<file path="src/rtl/exhaustive_vector_sweeper.sv">
// Exhaustive stimulus engine: walks every DUT input vector (count or LFSR),
// streams (vector, response) records and compacts responses into a MISR.
module exhaustive_vector_sweeper #(
   parameter int               N_IN   = 5,
   parameter int               N_OUT  = 1,
   parameter int               SETTLE = 1,
   parameter int               SIG_W  = 16,
   parameter logic [SIG_W-1:0] POLY   = 16'h1021
) (
   input  logic              CK,
   input  logic              reset,
   input  logic              start,
   input  logic              abort,
   input  logic              mode,
   input  logic [N_IN-1:0]   seed,
   input  logic [N_OUT-1:0]  dut_resp,
   input  logic              cap_ready,
   output logic [N_IN-1:0]   vec,
   output logic              busy,
   output logic              cap_valid,
   output logic [N_IN-1:0]   cap_vec,
   output logic [N_OUT-1:0]  cap_resp,
   output logic [N_IN-1:0]   cap_idx,
   output logic              done,
   output logic [SIG_W-1:0]  signature
);

   localparam int CNT_W = (SETTLE < 1) ? 1 : $clog2(SETTLE + 1);
   localparam logic [CNT_W-1:0] CNT_INIT = CNT_W'(SETTLE);
   localparam logic [N_IN-1:0]  ALL_ONES = '1;

   // Feedback tap masks (bit positions XORed into bit 0), maximal length.
   function automatic logic [15:0] tap_mask(input int n);
      logic [15:0] m;
      case (n)
         2:       m = 16'h0003;
         3:       m = 16'h0006;
         4:       m = 16'h000C;
         5:       m = 16'h0012;
         6:       m = 16'h0030;
         7:       m = 16'h0060;
         8:       m = 16'h00B8;
         9:       m = 16'h0110;
         10:      m = 16'h0240;
         11:      m = 16'h0500;
         12:      m = 16'h0829;
         13:      m = 16'h100D;
         14:      m = 16'h2015;
         15:      m = 16'h6000;
         16:      m = 16'hD008;
         default: m = 16'h0003;
      endcase
      return m;
   endfunction

   localparam logic [15:0]     TAPS    = tap_mask(N_IN);
   localparam logic [N_IN-1:0] TAP_SEL = TAPS[N_IN-1:0];

   typedef enum logic [1:0] {
      S_IDLE,
      S_SETTLE,
      S_CAPTURE,
      S_DONE
   } state_t;

   state_t            state;
   logic              lfsr_mode;
   logic [CNT_W-1:0]  cnt;
   logic [N_IN-1:0]   first_vec;
   logic [N_IN-1:0]   next_vec;
   logic [N_IN-1:0]   last_idx;
   logic [SIG_W-1:0]  sig_next;

   always_comb begin
      first_vec = '0;
      if (mode)
         first_vec = (seed == '0) ? N_IN'(1) : seed;
   end

   always_comb begin
      next_vec = vec + N_IN'(1);
      last_idx = ALL_ONES;
      if (lfsr_mode) begin
         next_vec = {vec[N_IN-2:0], ^(vec & TAP_SEL)};
         last_idx = ALL_ONES - N_IN'(1);
      end
   end

   always_comb begin
      sig_next = {signature[SIG_W-2:0], 1'b0};
      if (signature[SIG_W-1])
         sig_next = sig_next ^ POLY;
      sig_next = sig_next ^ SIG_W'(cap_resp);
   end

   always_ff @(posedge CK or posedge reset) begin
      if (reset) begin
         state     <= S_IDLE;
         lfsr_mode <= 1'b0;
         cnt       <= '0;
         vec       <= '0;
         busy      <= 1'b0;
         cap_valid <= 1'b0;
         cap_vec   <= '0;
         cap_resp  <= '0;
         cap_idx   <= '0;
         done      <= 1'b0;
         signature <= '0;
      end else if (abort) begin
         state     <= S_IDLE;
         busy      <= 1'b0;
         cap_valid <= 1'b0;
         done      <= 1'b0;
         signature <= '0;
      end else begin
         unique case (state)
            S_IDLE, S_DONE: begin
               if (start) begin
                  vec       <= first_vec;
                  cap_idx   <= '0;
                  signature <= '0;
                  cnt       <= CNT_INIT;
                  lfsr_mode <= mode;
                  busy      <= 1'b1;
                  done      <= 1'b0;
                  state     <= S_SETTLE;
               end
            end
            S_SETTLE: begin
               if (cnt == '0) begin
                  cap_resp  <= dut_resp;
                  cap_vec   <= vec;
                  cap_valid <= 1'b1;
                  state     <= S_CAPTURE;
               end else begin
                  cnt <= cnt - CNT_W'(1);
               end
            end
            S_CAPTURE: begin
               if (cap_ready) begin
                  signature <= sig_next;
                  cap_valid <= 1'b0;
                  if (cap_idx == last_idx) begin
                     busy  <= 1'b0;
                     done  <= 1'b1;
                     state <= S_DONE;
                  end else begin
                     vec     <= next_vec;
                     cap_idx <= cap_idx + N_IN'(1);
                     cnt     <= CNT_INIT;
                     state   <= S_SETTLE;
                  end
               end
            end
            default: state <= S_IDLE;
         endcase
      end
   end

endmodule

</file>
<file path="config.mk">
export PLATFORM = sky130hd
export DESIGN_NAME = exhaustive_vector_sweeper
export DESIGN_NICKNAME = d
export VERILOG_FILES = /design/src/rtl/exhaustive_vector_sweeper.sv
export SDC_FILE = /design/constraint.sdc
export NUM_CORES = 1
export LEC_CHECK = 0
export BUFFER_PORTS_ARGS = -buffer_cell sky130_fd_sc_hd__buf_2
export CAP_MARGIN = 5
export CORE_MARGIN = 2
export CORE_UTILIZATION = 30
export CTS_BUF_LIST = sky130_fd_sc_hd__clkbuf_8
export CTS_CLUSTER_DIAMETER = 200
export DETAILED_ROUTE_END_ITERATION = 12
export GPL_ROUTABILITY_DRIVEN = 0
export HOLD_SLACK_MARGIN = 0.08
export PLACE_DENSITY_LB_ADDON = 0.1
export SYNTH_ARGS = -nofsm -noshare
export SYNTH_HDL_FRONTEND = slang
export SYNTH_SLANG_ARGS = --single-unit
</file>
<file path="constraint.sdc">
create_clock -name CK -period 2.5 [get_ports CK]
set_clock_uncertainty 0.1 [all_clocks]
set_input_delay 0.25 -clock CK [delete_from_list [all_inputs] [get_ports CK]]
set_output_delay 0.25 -clock CK [all_outputs]
set_load 0.02 [all_outputs]
</file>
# After elaboration in Yosys (flattened, before gate mapping)
# Index checks and enable logic that the tools add are counted.
dict set report word_totals {
  register_bits 39
  inputBits 12
  out_inout_bits 35
  word_cells 85
}
dict set report classes {
  n_addsub 3
  eq_ne 11
  muxes 41
  bitwise_logic 4
  n_reduce_logical 15
}
# op n
set op_table {}
lappend op_table {{$mux W16} 3}
lappend op_table {{$mux W5} 9}
lappend op_table {{$pmux W16 S2} 1}
lappend op_table {{$pmux W5 S2} 2}
lappend op_table {{$xor A16 B1 Y16} 1}
lappend op_table {{$mux W1} 15}
lappend op_table {{$reduce_and A3 Y1} 5}
lappend op_table {{$mux W13} 1}
lappend op_table {{$ne A3 B3 Y1 const B} 4}
lappend op_table {{$add A5 B1 Y5 const B} 2}
lappend op_table {{$mux W2} 5}
lappend op_table {{$reduce_and A4 Y1} 2}
lappend op_table {{$ne A2 B2 Y1 const B} 3}
lappend op_table {{$pmux W1 S2} 3}
lappend op_table {{$pmux W2 S3} 1}
lappend op_table {{$reduce_bool A3 Y1} 2}
lappend op_table {{$eq A5 B5 Y1} 1}
lappend op_table {{$logic_not A5 Y1} 1}
lappend op_table {{$reduce_and A5 Y1} 1}
lappend op_table {{$reduce_xor A5 Y1} 1}
lappend op_table {{$eq A2 B2 Y1 const B} 2}
lappend op_table {{$not A3 Y3} 1}
lappend op_table {{$pmux W1 S3} 1}
lappend op_table {{$eq A2 B1 Y1 const B} 1}
lappend op_table {{other kinds (5)} 6}

# Depth between registers and ports, before layout
dict set report logic_depth {
  ltp_word 6
  ltp_mapped 7
  ltp_nobuf 6
}

# Worst setup path after synthesis
# OpenSTA, ideal clock, no wires.
dict set report synth_path {
  kind {reg-to-reg}
  start {reg state[0]}
  end {reg cap_idx[4]}
  setup_ns 0.124
  arrival_time_ns 1.950
  t_required_ns 2.276
  path_slack_ns 0.326
  stages_incl_launch_ff 7
  n_path_buf 0
  synth_period_minus_slack_ns 2.174
  path_cell_list {dfrtp_1 > inv_1 > ha_1 > nor2b_1 > or3b_4 > or3_4 > a211o_1}
}
dict set report synth_via {
  elab_chain_cells 4
  word_cells_on_any_way 10
  cone_classes {5 x eq/ne; 1 x mux; 4 x reduce/logical}
}
# item line
set synth_rtl {}
lappend synth_rtl {{from (decl)} 66} ;# state_t state;
lappend synth_rtl {{from (signal assigned)} 98} ;# state <= S_IDLE;
lappend synth_rtl {{from (signal assigned)} 110} ;# state <= S_IDLE;
lappend synth_rtl {{from (signal assigned)} 126} ;# state <= S_SETTLE;
lappend synth_rtl {{$eq A2 B2 Y1 / $logic_not A2 Y1 (equally long branches)} 116} ;# unique case (state)
lappend synth_rtl {{$reduce_or A2 Y1} 116}
lappend synth_rtl {{$ne A2 B2 Y1 (no line) / $reduce_bool A2 Y1 (equally long branches)} --}
lappend synth_rtl {{$reduce_and A5 Y1 (no line)} --}
lappend synth_rtl {{to (signal assigned)} 149} ;# cap_idx <= cap_idx + N_IN'(1);
lappend synth_rtl {{to (decl)} 23} ;# output logic [N_IN-1:0] cap_idx,
# Parallel ways exist; a longest one is shown, timed or not.
# A chain may end at the register's enable or synchronous reset.

# Worst setup path after layout
dict set report layout_path {
  start {reg state[0]}
  end {reg vec[0]}
}
dict set report layout_via {
  elab_chain_cells 4
  word_cells_on_any_way 10
  cone_classes {5 x eq/ne; 1 x mux; 4 x reduce/logical}
}
# item line
set layout_rtl {}
lappend layout_rtl {{$eq A2 B2 Y1 / $logic_not A2 Y1 (equally long branches)} 116}
lappend layout_rtl {{$reduce_or A2 Y1} 116}
lappend layout_rtl {{$ne A2 B2 Y1 (no line) / $reduce_bool A2 Y1 (equally long branches)} --}
lappend layout_rtl {{$reduce_and A5 Y1 (no line)} --}
lappend layout_rtl {{to (signal assigned)} 119} ;# vec <= first_vec;
lappend layout_rtl {{to (signal assigned)} 148} ;# vec <= next_vec;
lappend layout_rtl {{to (decl)} 18} ;# output logic [N_IN-1:0] vec,
# Parallel ways exist; a longest one is shown, timed or not.

==> impl_results.md <==
* Met3 Use GR at 3.678%
* Largest net degree at the start of global routing at 40
* Initial core utilization at 31.47%
* Fin. Hold Viols at 0
* Hold WC Path Type: primary input to flip-flop
* Worst EP arrival at 2.44 ns
* Buffers plus inverters on the worst setup path at 1
* Area growth from synthesis to layout at 25.48%
* FFs w/ async S/R, synth at 100.0%
* CP Max Fanout at 7
* Final core occ at 39.49%
* Total die area at 0.006936 mm2
* Post-CTS Setup Bufs at 0
* Gr usage total at 13.07%
* Worst r2r path cells at 6
* P_leak at 1.207 nW
* CP Launch Type: flip-flop
* Crit-path cells: inv_1 > ha_1 > nor2b_1 > or3b_4 > nor3_4 > mux2_2
* Hold Path End: lfsr_mode
* Remaining Overflow, GRT at 0
* Max rail drop VDD at 351.2 uV
* Post-layout minimum cycle time at 2.370 ns
* Origin of the critical flop-to-flop path: state[0]
* RSZ-0062 raised after global routing: no
* First-pass GRT wire length at 7.320 mm
* Layout fillers at 590
* Met2 usage at 19.43%
* Slew at the pin closest to its max-slew limit at 0.6267 ns
* Required time of the worst setup path at 2.57 ns
* Die Span Y at 83.28 um
* TritonCTS clock tree: built
* Hold Path Origin: mode
* H-Tree Depth at 2
* Ys flop type: dfrtp_1
* Drt initial violations at 81
* TritonCTS buffer count at 5
* Slowest-stage cell, CP: or3b_4
* Row cnt at 28
* Max-Cap Viols at 0
* Post-synth top cells: dfrtp_1, a22o_1, mux2_2, nand2_1
* Layout cell share with drive strength beyond 1 at 36.20%
* Ports at 47
* Post-synth EDFFs at 0
* Status: finished clean
* GR Layer Usage met1 at 18.35%
* Clock Path Buffers at 2
* Fmax at 0.4220 GHz
* Post-DP HPWL at 3.087 mm
* Area leader, netlist: dfrtp_1
* Syn avg cell area at 11.43 um2
* Worst rel slew slack at 58.22%
* Vias in the first global route at 1,480
* Total power at 2.279 mW
* Pwr Density at 963.0 mW/mm2
* Mapped Cells at 165
* Area contributors post-synth: dfrtp_1, mux2_2, a22o_1
* Skew-Pair Late Insertion Delay at 0.29 ns
* Initial antenna violation count at 0
* Root Buffer Master: clkbuf_8
* Busiest grt layer: met2
* Total number of yosys warnings at 0
* Layout Cell Area excl Fill at 0.002366 mm2
* Drt drc at 0
* Final setup viols at 0
* Fin Setup TNS at 0 ns
* Worst R2R End: vec[0]
* Stages on the worst setup path at 6
* Routed WL per cell at 14.22 um
* Synth cell types at 40
* Crit Path Class: flip-flop to flip-flop
* Vias/cell at 4.970
* Drt total wl at 4.210 mm
* CORE AREA at 0.005991 mm2
* Final period util at 94.80%
* Initial DRT Pass Iterations at 4
* Top Family by Delay on Critical Path: simple AND/OR/NAND/NOR gates
* Clock transition at path regs at 0.07 ns
* Syn_nets at 182
* Crit path capture type: flip-flop
* Netlist Area Pre-Place at 0.001886 mm2
* Slew Limit Fails at 0
* CTS sink cnt at 39
* Antenna viol nets, final at 0
* Register-to-Register Setup Slack at 0.13 ns
* Antenna diodes at 0
* FF+latch count, synth at 39
* Min-Delay Path Depth at 2
* Die X at 83.28 um
* Slowest cell delay on critical path at 0.44 ns
* Yosys top cell area share at 51.76%
* Post-synthesis sequential area ratio at 51.76%
* PortBufs at 46
* NumNets Final at 237
* Most common cell in the synthesized netlist: dfrtp_1
* Placed Area at 0.002230 mm2
* Vias at 1,471
## worst max-delay path by stage
stage	startpoint	end	slack, ns
2_1_floorplan	state[0]	cap_idx[4]	0.33
3_5_place_dp	state[0]	signature[5]	0.008
6_report	state[0]	vec[0]	0.13
4_1_cts	state[0]	vec[0]	0.13
3_3_place_gp	state[0]	signature[5]	0.04
5_1_grt	state[0]	vec[0]	0.02
## cells by family (layout without fill, tap and decap cells)
family                   Yosys count  after routing  synth area share (%)
buffers and inverters             12             68                 2.521
adder cells (fa/ha/maj)            5              5                 3.318
XOR/XNOR                           6              6                 2.787
multiplexers                      16             16                 9.356
AO/OA/AOI/OAI                     47             47                 17.65
flip-flops                        39             39                 51.76
AND/OR/NAND/NOR                   40             40                 12.61
## sequential cells by signal, indices dropped and copies added (netlist names)
register,count
cap_idx,5
busy,1
vec,5
cap_vec,5
lfsr_mode,1
cap_resp,1
signature,16
cnt,1
done,1
state,2
cap_valid,1
## worst register-to-register path, stage by stage (launching register included)
cell	delay, ns
dfrtp_1	0.40
inv_1	0.06
ha_1	0.34
nor2b_1	0.19
or3b_4	0.44
nor3_4	0.33
mux2_2	0.39
## metrics by stage
| step | hold WS [ns] | setup WS, ns | instances |
|---|---|---|---|
| 3_3_place_gp | 0.2961 | 0.04193 | 286 |
| 6_report | 0.1437 | 0.1301 | 296 |
| 3_5_place_dp | 0.2995 | 0.007870 | 286 |
| 5_1_grt | 0.1465 | 0.02170 | 296 |
| 4_1_cts | 0.1328 | 0.1280 | 296 |
| 2_1_floorplan | 0.3016 | 0.3260 | 165 |
## routing by layer
metal	wire length, um	vias to the layer above
met5	0	-
met4	44	0
met3	202	5
met2	1885	32
met1	2077	710
li1	-	724
## repair_timing
item                                    in CTS  in global routing
endpoints found under the hold margin       40                  0
hold buffers                                 2                  0
gates resized for setup                      1                  0
endpoints found under the setup margin       2                  0
## layout by cell type, fill, tap and decap left out, types with 2 or more instances in the layout
cell type	netlist	final
clkbuf_8	0	5
a221oi_1	2	2
xor2_1	5	5
a31oi_1	3	3
o21ai_0	9	9
nand2_1	12	12
buf_4	0	6
dlygate4sd3_1	0	2
nor4_1	2	2
inv_1	6	6
nor2_1	7	7
a21oi_1	9	8
ha_1	5	5
nor2b_1	3	3
a22o_1	16	16
nor3_2	2	2
buf_2	2	46
mux2_2	13	13
mux2i_1	3	3
dfrtp_1	39	39
nand3_1	2	2
## power breakdown
| group | switching (mW) | internal (mW) |
|---|---|---|
| Combinational | 0.481 | 0.377 |
| Sequential | 0.147 | 0.752 |
| Clock | 0.224 | 0.297 |
## final cells by class
type                       count  area (um2)  area share (%)
clock buffer                   5       68.82           2.909
clock inverter                 3       43.79           1.851
inverter                       6       22.52          0.9519
multi-input combinational    114       865.8           36.59
sequential                    39       975.9           41.25
tap                           75       93.84           3.966
timing repair buffer          54       295.3           12.48
Power figures use the tool's default switching activity.
